[config.mk]
export PLATFORM = sky130hd
export DESIGN_NAME = seg7_scan_display
export DESIGN_NICKNAME = d
export VERILOG_FILES = /design/src/rtl/seg7_pkg.sv /design/src/rtl/seg7_scan_display_bin2bcd8_seq.sv /design/src/rtl/seg7_scan_display.sv
export SDC_FILE = /design/constraint.sdc
export NUM_CORES = 1
export LEC_CHECK = 0
export CORE_ASPECT_RATIO = 0.6
export CORE_UTILIZATION = 30
export DETAILED_ROUTE_END_ITERATION = 8
export GPL_ROUTABILITY_DRIVEN = 0
export HOLD_SLACK_MARGIN = 0.02
export SYNTH_ARGS = -nofsm -noshare
export SYNTH_HDL_FRONTEND = slang
export SYNTH_SLANG_ARGS = --single-unit
[constraint.sdc]
create_clock -name clk -period 3.05 [get_ports clk]
set_clock_uncertainty 0.2 [all_clocks]
set_input_delay 0.61 -clock clk [delete_from_list [all_inputs] [get_ports clk]]
set_output_delay 0.61 -clock clk [all_outputs]
set_load 0.02 [all_outputs]
[src/rtl/seg7_pkg.sv]
// Shared constants for the 3-digit scanned seven-segment display:
// segment patterns, digit count and the control FSM state type.
package seg7_pkg;

  localparam int NUM_DIGITS = 3;

  // Segment order is {g,f,e,d,c,b,a}, active-high
  localparam logic [6:0] SEG_0     = 7'h3F;
  localparam logic [6:0] SEG_1     = 7'h06;
  localparam logic [6:0] SEG_2     = 7'h5B;
  localparam logic [6:0] SEG_3     = 7'h4F;
  localparam logic [6:0] SEG_4     = 7'h66;
  localparam logic [6:0] SEG_5     = 7'h6D;
  localparam logic [6:0] SEG_6     = 7'h7D;
  localparam logic [6:0] SEG_7     = 7'h07;
  localparam logic [6:0] SEG_8     = 7'h7F;
  localparam logic [6:0] SEG_9     = 7'h6F;
  localparam logic [6:0] SEG_BLANK = 7'h00;

  typedef enum logic [1:0] {
    ST_IDLE  = 2'd0,
    ST_SHIFT = 2'd1,
    ST_DONE  = 2'd2
  } state_t;

  function automatic logic [6:0] seg_decode(input logic [3:0] d);
    case (d)
      4'd0:    seg_decode = SEG_0;
      4'd1:    seg_decode = SEG_1;
      4'd2:    seg_decode = SEG_2;
      4'd3:    seg_decode = SEG_3;
      4'd4:    seg_decode = SEG_4;
      4'd5:    seg_decode = SEG_5;
      4'd6:    seg_decode = SEG_6;
      4'd7:    seg_decode = SEG_7;
      4'd8:    seg_decode = SEG_8;
      4'd9:    seg_decode = SEG_9;
      default: seg_decode = SEG_BLANK;
    endcase
  endfunction

endpackage

[src/rtl/seg7_scan_display_bin2bcd8_seq.sv]
// Sequential double-dabble converter: 8-bit binary to three BCD nibbles,
// one iteration per clock, eight iterations after a start pulse.
module bin2bcd8_seq (
  input  logic       clk,
  input  logic       rst,
  input  logic       start,
  input  logic [7:0] bin,
  output logic       done,
  output logic [3:0] hundreds,
  output logic [3:0] tens,
  output logic [3:0] units
);
  import seg7_pkg::*;

  logic        run_q, run_d;
  logic [2:0]  cnt_q, cnt_d;
  logic [7:0]  bin_q, bin_d;
  logic [11:0] bcd_q, bcd_d;
  logic [11:0] adj;

  for (genvar gi = 0; gi < NUM_DIGITS; gi++) begin : g_adj
    assign adj[4*gi +: 4] = (bcd_q[4*gi +: 4] >= 4'd5) ? bcd_q[4*gi +: 4] + 4'd3
                                                       : bcd_q[4*gi +: 4];
  end

  always_comb begin
    run_d = run_q;
    cnt_d = cnt_q;
    bin_d = bin_q;
    bcd_d = bcd_q;
    if (start) begin
      run_d = 1'b1;
      cnt_d = 3'd0;
      bin_d = bin;
      bcd_d = 12'd0;
    end else if (run_q) begin
      // Hundreds never exceeds 2 before the final shift, so adj[11] is always 0
      bcd_d = {adj[10:0], bin_q[7]};
      bin_d = {bin_q[6:0], 1'b0};
      cnt_d = cnt_q + 3'd1;
      if (cnt_q == 3'd7) run_d = 1'b0;
    end
  end

  always_ff @(posedge clk or posedge rst) begin
    if (rst) begin
      run_q <= 1'b0;
      cnt_q <= 3'd0;
      bin_q <= 8'd0;
      bcd_q <= 12'd0;
    end else begin
      run_q <= run_d;
      cnt_q <= cnt_d;
      bin_q <= bin_d;
      bcd_q <= bcd_d;
    end
  end

  // High during the cycle whose closing edge performs the last iteration
  assign done     = run_q && (cnt_q == 3'd7);
  assign hundreds = bcd_q[11:8];
  assign tens     = bcd_q[7:4];
  assign units    = bcd_q[3:0];

endmodule

[src/rtl/seg7_scan_display.sv]
// Loads an 8-bit value, converts it to decimal, and time-multiplexes the
// three digits onto a common seven-segment bus with optional zero blanking.
module seg7_scan_display #(
  parameter int REFRESH_DIV = 50000,
  parameter int BLANK_LZ    = 1
) (
  input  logic       clk,
  input  logic       rst,
  input  logic [7:0] value,
  input  logic       load,
  output logic       busy,
  output logic [6:0] seg,
  output logic [2:0] an
);
  import seg7_pkg::*;

  localparam int             PW      = (REFRESH_DIV > 2) ? $clog2(REFRESH_DIV) : 1;
  localparam logic [PW-1:0]  PRE_MAX = PW'(REFRESH_DIV - 1);

  state_t                          state_q;
  logic                            busy_q;
  logic [NUM_DIGITS-1:0][3:0]      dig_q;
  logic                            start;
  logic                            bcd_done;
  logic [3:0]                      bcd_h, bcd_t, bcd_u;

  logic [PW-1:0]                   pre_q, pre_d;
  logic [1:0]                      idx_q, idx_d;
  logic [2:0]                      an_q, an_d;
  logic [6:0]                      seg_q, seg_d;
  logic [NUM_DIGITS-1:0]           blank;
  logic [NUM_DIGITS-1:0][6:0]      dig_seg;

  assign start = (state_q == ST_IDLE) && load;

  bin2bcd8_seq u_bcd (
    .clk      (clk),
    .rst      (rst),
    .start    (start),
    .bin      (value),
    .done     (bcd_done),
    .hundreds (bcd_h),
    .tens     (bcd_t),
    .units    (bcd_u)
  );

  // Display digits change only on the DONE edge, so partial results stay hidden
  always_ff @(posedge clk or posedge rst) begin
    if (rst) begin
      state_q <= ST_IDLE;
      busy_q  <= 1'b0;
      dig_q   <= '0;
    end else begin
      case (state_q)
        ST_IDLE: begin
          if (load) begin
            state_q <= ST_SHIFT;
            busy_q  <= 1'b1;
          end
        end
        ST_SHIFT: begin
          if (bcd_done) state_q <= ST_DONE;
        end
        ST_DONE: begin
          dig_q   <= {bcd_h, bcd_t, bcd_u};
          busy_q  <= 1'b0;
          state_q <= ST_IDLE;
        end
        default: state_q <= ST_IDLE;
      endcase
    end
  end

  assign blank[0] = 1'b0;
  assign blank[1] = (BLANK_LZ != 0) && (dig_q[2] == 4'd0) && (dig_q[1] == 4'd0);
  assign blank[2] = (BLANK_LZ != 0) && (dig_q[2] == 4'd0);

  for (genvar gi = 0; gi < NUM_DIGITS; gi++) begin : g_dig
    assign dig_seg[gi] = blank[gi] ? SEG_BLANK : seg_decode(dig_q[gi]);
  end

  always_comb begin
    pre_d = (pre_q == PRE_MAX) ? '0 : pre_q + PW'(1);
    idx_d = idx_q;
    if (idx_q > 2'd2) begin
      idx_d = 2'd0;
    end else if (pre_q == PRE_MAX) begin
      idx_d = (idx_q == 2'd2) ? 2'd0 : idx_q + 2'd1;
    end
    // an and seg follow the next index so both switch on the wrap edge
    an_d = 3'b111;
    for (int i = 0; i < NUM_DIGITS; i++) begin
      if (idx_d == 2'(i)) an_d[i] = 1'b0;
    end
    case (idx_d)
      2'd1:    seg_d = dig_seg[1];
      2'd2:    seg_d = dig_seg[2];
      default: seg_d = dig_seg[0];
    endcase
  end

  always_ff @(posedge clk or posedge rst) begin
    if (rst) begin
      pre_q <= '0;
      idx_q <= 2'd0;
      an_q  <= 3'b110;
      seg_q <= SEG_0;
    end else begin
      pre_q <= pre_d;
      idx_q <= idx_d;
      an_q  <= an_d;
      seg_q <= seg_d;
    end
  end

  assign busy = busy_q;
  assign an   = an_q;
  assign seg  = seg_q;

endmodule

**Word level (Yosys, flattened, before mapping)**

Memories as Yosys holds them, arrays and structs flattened.
Index checks and enable logic that the tools add are counted.
Widths: inputs -> output; s select.

- Flip-flop bits (word level): 67
- Input bits: 11
- ROM bits: 336
- Logic and storage cells: 73
- Memories kept: 3

- Reductions and logical operators: 11
- Order comparisons: 4
- Mux-type cells: 27
- Equal/unequal tests: 9
- Add/subtract/negate cells: 6

Memory list:

| memory | depth | width | rd ports | clocked after Yosys merged registers in | wr ports | RTL line | RTL |
|---|---|---|---|---|---|---|---|
| (name not given) | 16 | 7 | 1 | 0 | 0 | seg7_pkg.sv:27 | `case (d)` |
| (name not given) | 16 | 7 | 1 | 0 | 0 | seg7_pkg.sv:27 |  |
| (name not given) | 16 | 7 | 1 | 0 | 0 | seg7_pkg.sv:27 |  |

Operators with widths:

| cell | number |
|---|---|
| $mux 12 | 2 |
| $add 16x1->16 const B | 1 |
| $eq 16x16->1 const B | 1 |
| $mux 16 | 1 |
| $mux 8 | 2 |
| $mux 7 | 2 |
| $pmux 7 s2 | 1 |
| $ge 4x3->1 const B | 3 |
| $mux 2 | 5 |
| $mux 3 | 3 |
| $add 4x2->4 const B | 2 |
| $logic_not 4->1 | 2 |
| $mux 4 | 2 |
| $mux 1 | 7 |
| $eq 2x2->1 const B | 3 |
| $eq 2x1->1 const B | 2 |
| $logic_not 2->1 | 2 |
| $ne 2x2->1 const B | 2 |
| $pmux 2 s2 | 1 |
| $reduce_and 2->1 | 2 |
| $reduce_bool 2->1 | 2 |
| $add 3x1->3 const B | 1 |
| $add 3x2->3 const B | 1 |
| $eq 3x3->1 const B | 1 |
| 4 further kinds | 6 |

**Longest topological paths before layout**

- Word-level depth: 6
- Mapped depth: 10
- Mapped depth without buffers: 10

**Hierarchy**

Synthesis repeated with hierarchy kept, for this count alone.

- Cell total of the unflattened synthesis: 375
- Area, all modules: 3684.8 um^2

By module, submodules not included:

| module | area an instance (um^2) | cells each | instances |
|---|---|---|---|
| seg7_scan_display | 2372.3 | 240 | 1 |
| bin2bcd8_seq | 1312.5 | 135 | 1 |

**Least setup slack after synthesis**

No wires, ideal clock.

- Path kind: reg-to-reg
- From: reg pre_q[7]
- To: reg seg_q[2], in the netlist seg[2]
- Setup slack: 187 ps
- Stages on the path, launching flop included: 10
- Setup time: 77 ps
- Data arrival time: 2586 ps
- Cell sequence: dfrtp_1 or4b_4 nor4_4 nand3b_1 o21ai_0 ha_1 or4bb_1 o31ai_1 o21ai_0 a31oi_1

- Cells in the longest elaborated chain, start to end: 5
- Elaborated cells between the ends (all ways): 6

Ends and longest elaborated chain:

| element | RTL line | RTL |
|---|---|---|
| start, declared | seg7_scan_display.sv:27 | `logic [PW-1:0] pre_q, pre_d;` |
| start signal, assigned | seg7_scan_display.sv:109 | `pre_q <= pre_d;` |
| $eq 16x16->1 * | seg7_scan_display.sv:87 | `end else if (pre_q == PRE_MAX) begin` |
| $mux 2 * | seg7_scan_display.sv:87 |  |
| $mux 2 * | seg7_scan_display.sv:85 | `if (idx_q > 2'd2) begin` |
| named net idx_d[1] | seg7_scan_display.sv:28 | `logic [1:0] idx_q, idx_d;` |
| $eq 2x2->1 or $eq 2x1->1 (tied branches) | seg7_scan_display.sv:95 | `case (idx_d)` |
| $pmux 7 s2 * | seg7_scan_display.sv:95 |  |
| named net seg_d[2] | seg7_scan_display.sv:30 | `logic [6:0] seg_q, seg_d;` |
| end signal, assigned | seg7_scan_display.sv:112 | `seg_q <= seg_d;` |
| end, declared | seg7_scan_display.sv:30 |  |

Mark *: on every way through the listed nets, which the timed path passes. The rest lies on a longest branch.
A chain may end at the register's enable or synchronous reset.

**Worst setup path after layout**

- From: reg pre_q[4]
- To: reg seg_q[0], in the netlist seg[0]

- Cells in the longest elaborated chain, start to end: 5
- Elaborated cells between the ends (all ways): 6

Ends and longest elaborated chain:

| element | RTL line |
|---|---|
| $eq 16x16->1 * | seg7_scan_display.sv:87 |
| $mux 2 * | seg7_scan_display.sv:87 |
| $mux 2 * | seg7_scan_display.sv:85 |
| $eq 2x2->1 or $eq 2x1->1 (tied branches) | seg7_scan_display.sv:95 |
| $pmux 7 s2 * | seg7_scan_display.sv:95 |
| named net seg_d[0] | seg7_scan_display.sv:30 |

Marks and branches as above.

==> out/metrics.cfg <==
[die]
start_util_pct=31.5
die_w_um=144
die_h_um=87.1
die_area_um2=12500
core_um2=11500
ioPinCount=22
rows=30

[route]
remaining_drc_errors=0
wl_per_cell_um=12.8
dr.pass1.iters=4
finalWirelength_mm=7.14
antenna_left=0
viasPerCell=4.61
drt_iter0_markers=137
num_vias=2577

[final_layout]
final_common_cell=dfrtp_1
area_delta_synth_final_pct=23.7
fillCellCount=1122
final_layout_size_suffix_gt1_share_pct=16.0
nNetsFinal=433
n_antenna_cell=0
final_cell_mix=dfrtp_1, o21ai_0, ha_1

[power]
leakagePower_uw=0.00197
ir_drop_v=0.000289
cellPowerDensity_nw_per_um2=799

[sta]
holdWs_ns=0.280
finalSetupViolations=0
postLayoutSetupSlackWorst_ns=0.114
hold_viol_final=0
worstMarginPinSlew_ns=0.700
slew_violations=0
period_needed_ns=2.94
max_slew_margin_pct=53.3
rsz0062_at_grt=false
max_freq_mhz=341
finalCritPeriodShare_pct=96.3

[worst_setup_path]
critPathCaptureType=flop
worst_ep_required_time_ns=3.09
startpoint_type=flop
cp_data_arrival_time_ns=2.98
crit_path_max_fanout=4
reg2reg_slack_ns=0.11
worstSetupPathType=flop to flop

[clock_network]
cts_root_buf=clkbuf_16
path_clk_slew_ns=0.05
clk_path_buf_depth=2
clock_latency_ns=0.33
ctsHoldBuffers=0
cts_max_level=3
tritoncts=built
numCtsBuffers=9
cts.sinks=67

[yosys]
synth_area_leaders=dfrtp_1, ha_1, dfstp_2
syn_nets=397
synth_top_area_share_pct=40.7
ys_seq_area_share_pct=46.5
synth_largest_area_cell=dfrtp_1
synthCells=358
synth.distinct_cells=45
yosys_warnings=0
avgSynthCellArea_um2=10.1
synth.cell_area_um2=3620
synth-seq-cells=67

[global_route]
grt_use_total_pct=12.8
met3_usage_pct=4.18
grt_pass1_wl_mm=12.3
grt_pass1_vias=2563
grt_max_degree=44
antenna_found_initial=0
grtUsageMet2_pct=18.3
use_met1_pct=18.2
gr-max-usage-layer=met2
grt_overflow=0

[min_path]
hold_path_class=flop to flop

[status]
outcome=finished clean

[placed_design]
place_ws_ns=-0.142
hpwlAfterDp_mm=5.17
numPortBuffers=21

[job]
cap_violations=0

==> Yosys cell counts (all sizes together) <==
cell,n
dfrtp,59
o21ai,31
ha,28
inv,25
nand2,23
nor2,21
a21oi,18
nand2b,18
mux2i,13
xnor2,11
mux2,10
nand3,9
clkbuf,8
dfstp,8
nor2b,7
xor2,7
a31oi,6
o22ai,6
nor3,5
buf,4
nand4,4
nor4,4
o21bai,4
a21o,3
nor3b,3
o21a,3
or4b,3
a211oi,2
nand3b,2
or2,2
a221oi,1
a311oi,1
a31o,1
and2,1
and2b,1
and4b,1
o211ai,1
o221a,1
o31ai,1
or3,1
or4bb,1
==> state kept, by name, indices dropped and copies added, names as in the netlist <==
register	cells
u_bcd.bin_q	8
busy	1
u_bcd.run_q	1
seg	7
state_q	2
idx_q	2
u_bcd.bcd_q	12
pre_q	16
dig_q	12
u_bcd.cnt_q	3
an	3
==> critical path: stages, from the launching register on <==
cell and delay, ns:
dfrtp_1 0.38, or4b_4 0.55, nor4_4 0.28, buf_4 0.16, xor2_1 0.07, nand2b_1 0.14, ha_4 0.16, or4bb_1 0.50
o31ai_2 0.12, o21ai_1 0.11, a31oi_1 0.17
==> report_power, final <==
part,internal (uW),switching (uW)
Sequential,1110,225
Combinational,552,566
Clock,758,367
Total,2420,1160
==> layer usage <==
| metal | part of all wire, % | wire length (um) |
|---|---|---|
| met1 | 53 | 3810 |
| met2 | 43 | 3050 |
| met3 | 3.6 | 258 |
| met4 | 0.43 | 31 |
| met5 | 0 | 0 |
==> stage by stage <==
step | TNS (ns) | total power, uW | utilization [%] | cell area, um2 | instances
6_report | 0 | 3580 | 38.9 | 4490 | 559
5_1_grt | 0 | 3870 | 38.9 | 4490 | 559
4_1_cts | 0 | 3620 | 38.7 | 4460 | 559
3_5_place_dp | -0.398 | 2460 | 35.6 | 4110 | 541
3_3_place_gp | 0 | 2430 | 35.6 | 4110 | 541
2_1_floorplan | 0 | 2150 | - | 3620 | 358
==> logic make-up after synthesis <==
kind of cell	after synthesis	share of synthesized area [%]
flip-flops	67	46.5
XOR/XNOR	18	4.35
multiplexers	23	6.70
adder cells (fa/ha/maj)	28	9.67
AND/OR/NAND/NOR	106	16.1
buffers and inverters	37	3.94
AO/OA/AOI/OAI	79	12.8
==> final timing paths <==
kind / startpoint / end / cells past startpoint
max: pre_q[4]$_DFF_PP0_ / seg[0]$_DFF_PP1_ / 10
min: pre_q[0]$_DFF_PP0_ / pre_q[0]$_DFF_PP0_ / 1
max reg2reg: pre_q[4]$_DFF_PP0_ / seg[0]$_DFF_PP1_ / 10
min reg2reg: pre_q[0]$_DFF_PP0_ / pre_q[0]$_DFF_PP0_ / 1
max in group asynchronous: rst / seg[0]$_DFF_PP1_ / 3
min in group asynchronous: rst / pre_q[9]$_DFF_PP0_ / 2
==> cell type report <==
| class | count | area, um2 | share of cell area (%) |
|---|---|---|---|
| Tap cell | 160 | 200 | 4.46 |
| Sequential cell | 67 | 1690 | 37.6 |
| Clock buffer | 12 | 256 | 5.72 |
| Inverter | 25 | 93.8 | 2.09 |
| Multi-Input combinational cell | 254 | 1830 | 40.9 |
| Clock inverter | 4 | 72.6 | 1.62 |
| Timing Repair Buffer | 37 | 343 | 7.64 |
==> repair_timing <==
action | CTS | global route
endpoints found under the setup margin | 4 | 6
pin swaps | 2 | 3
resized for setup | 4 | 7
buffers inserted | 2 | 0
No activity file was read; power rests on OpenSTA's default activity.
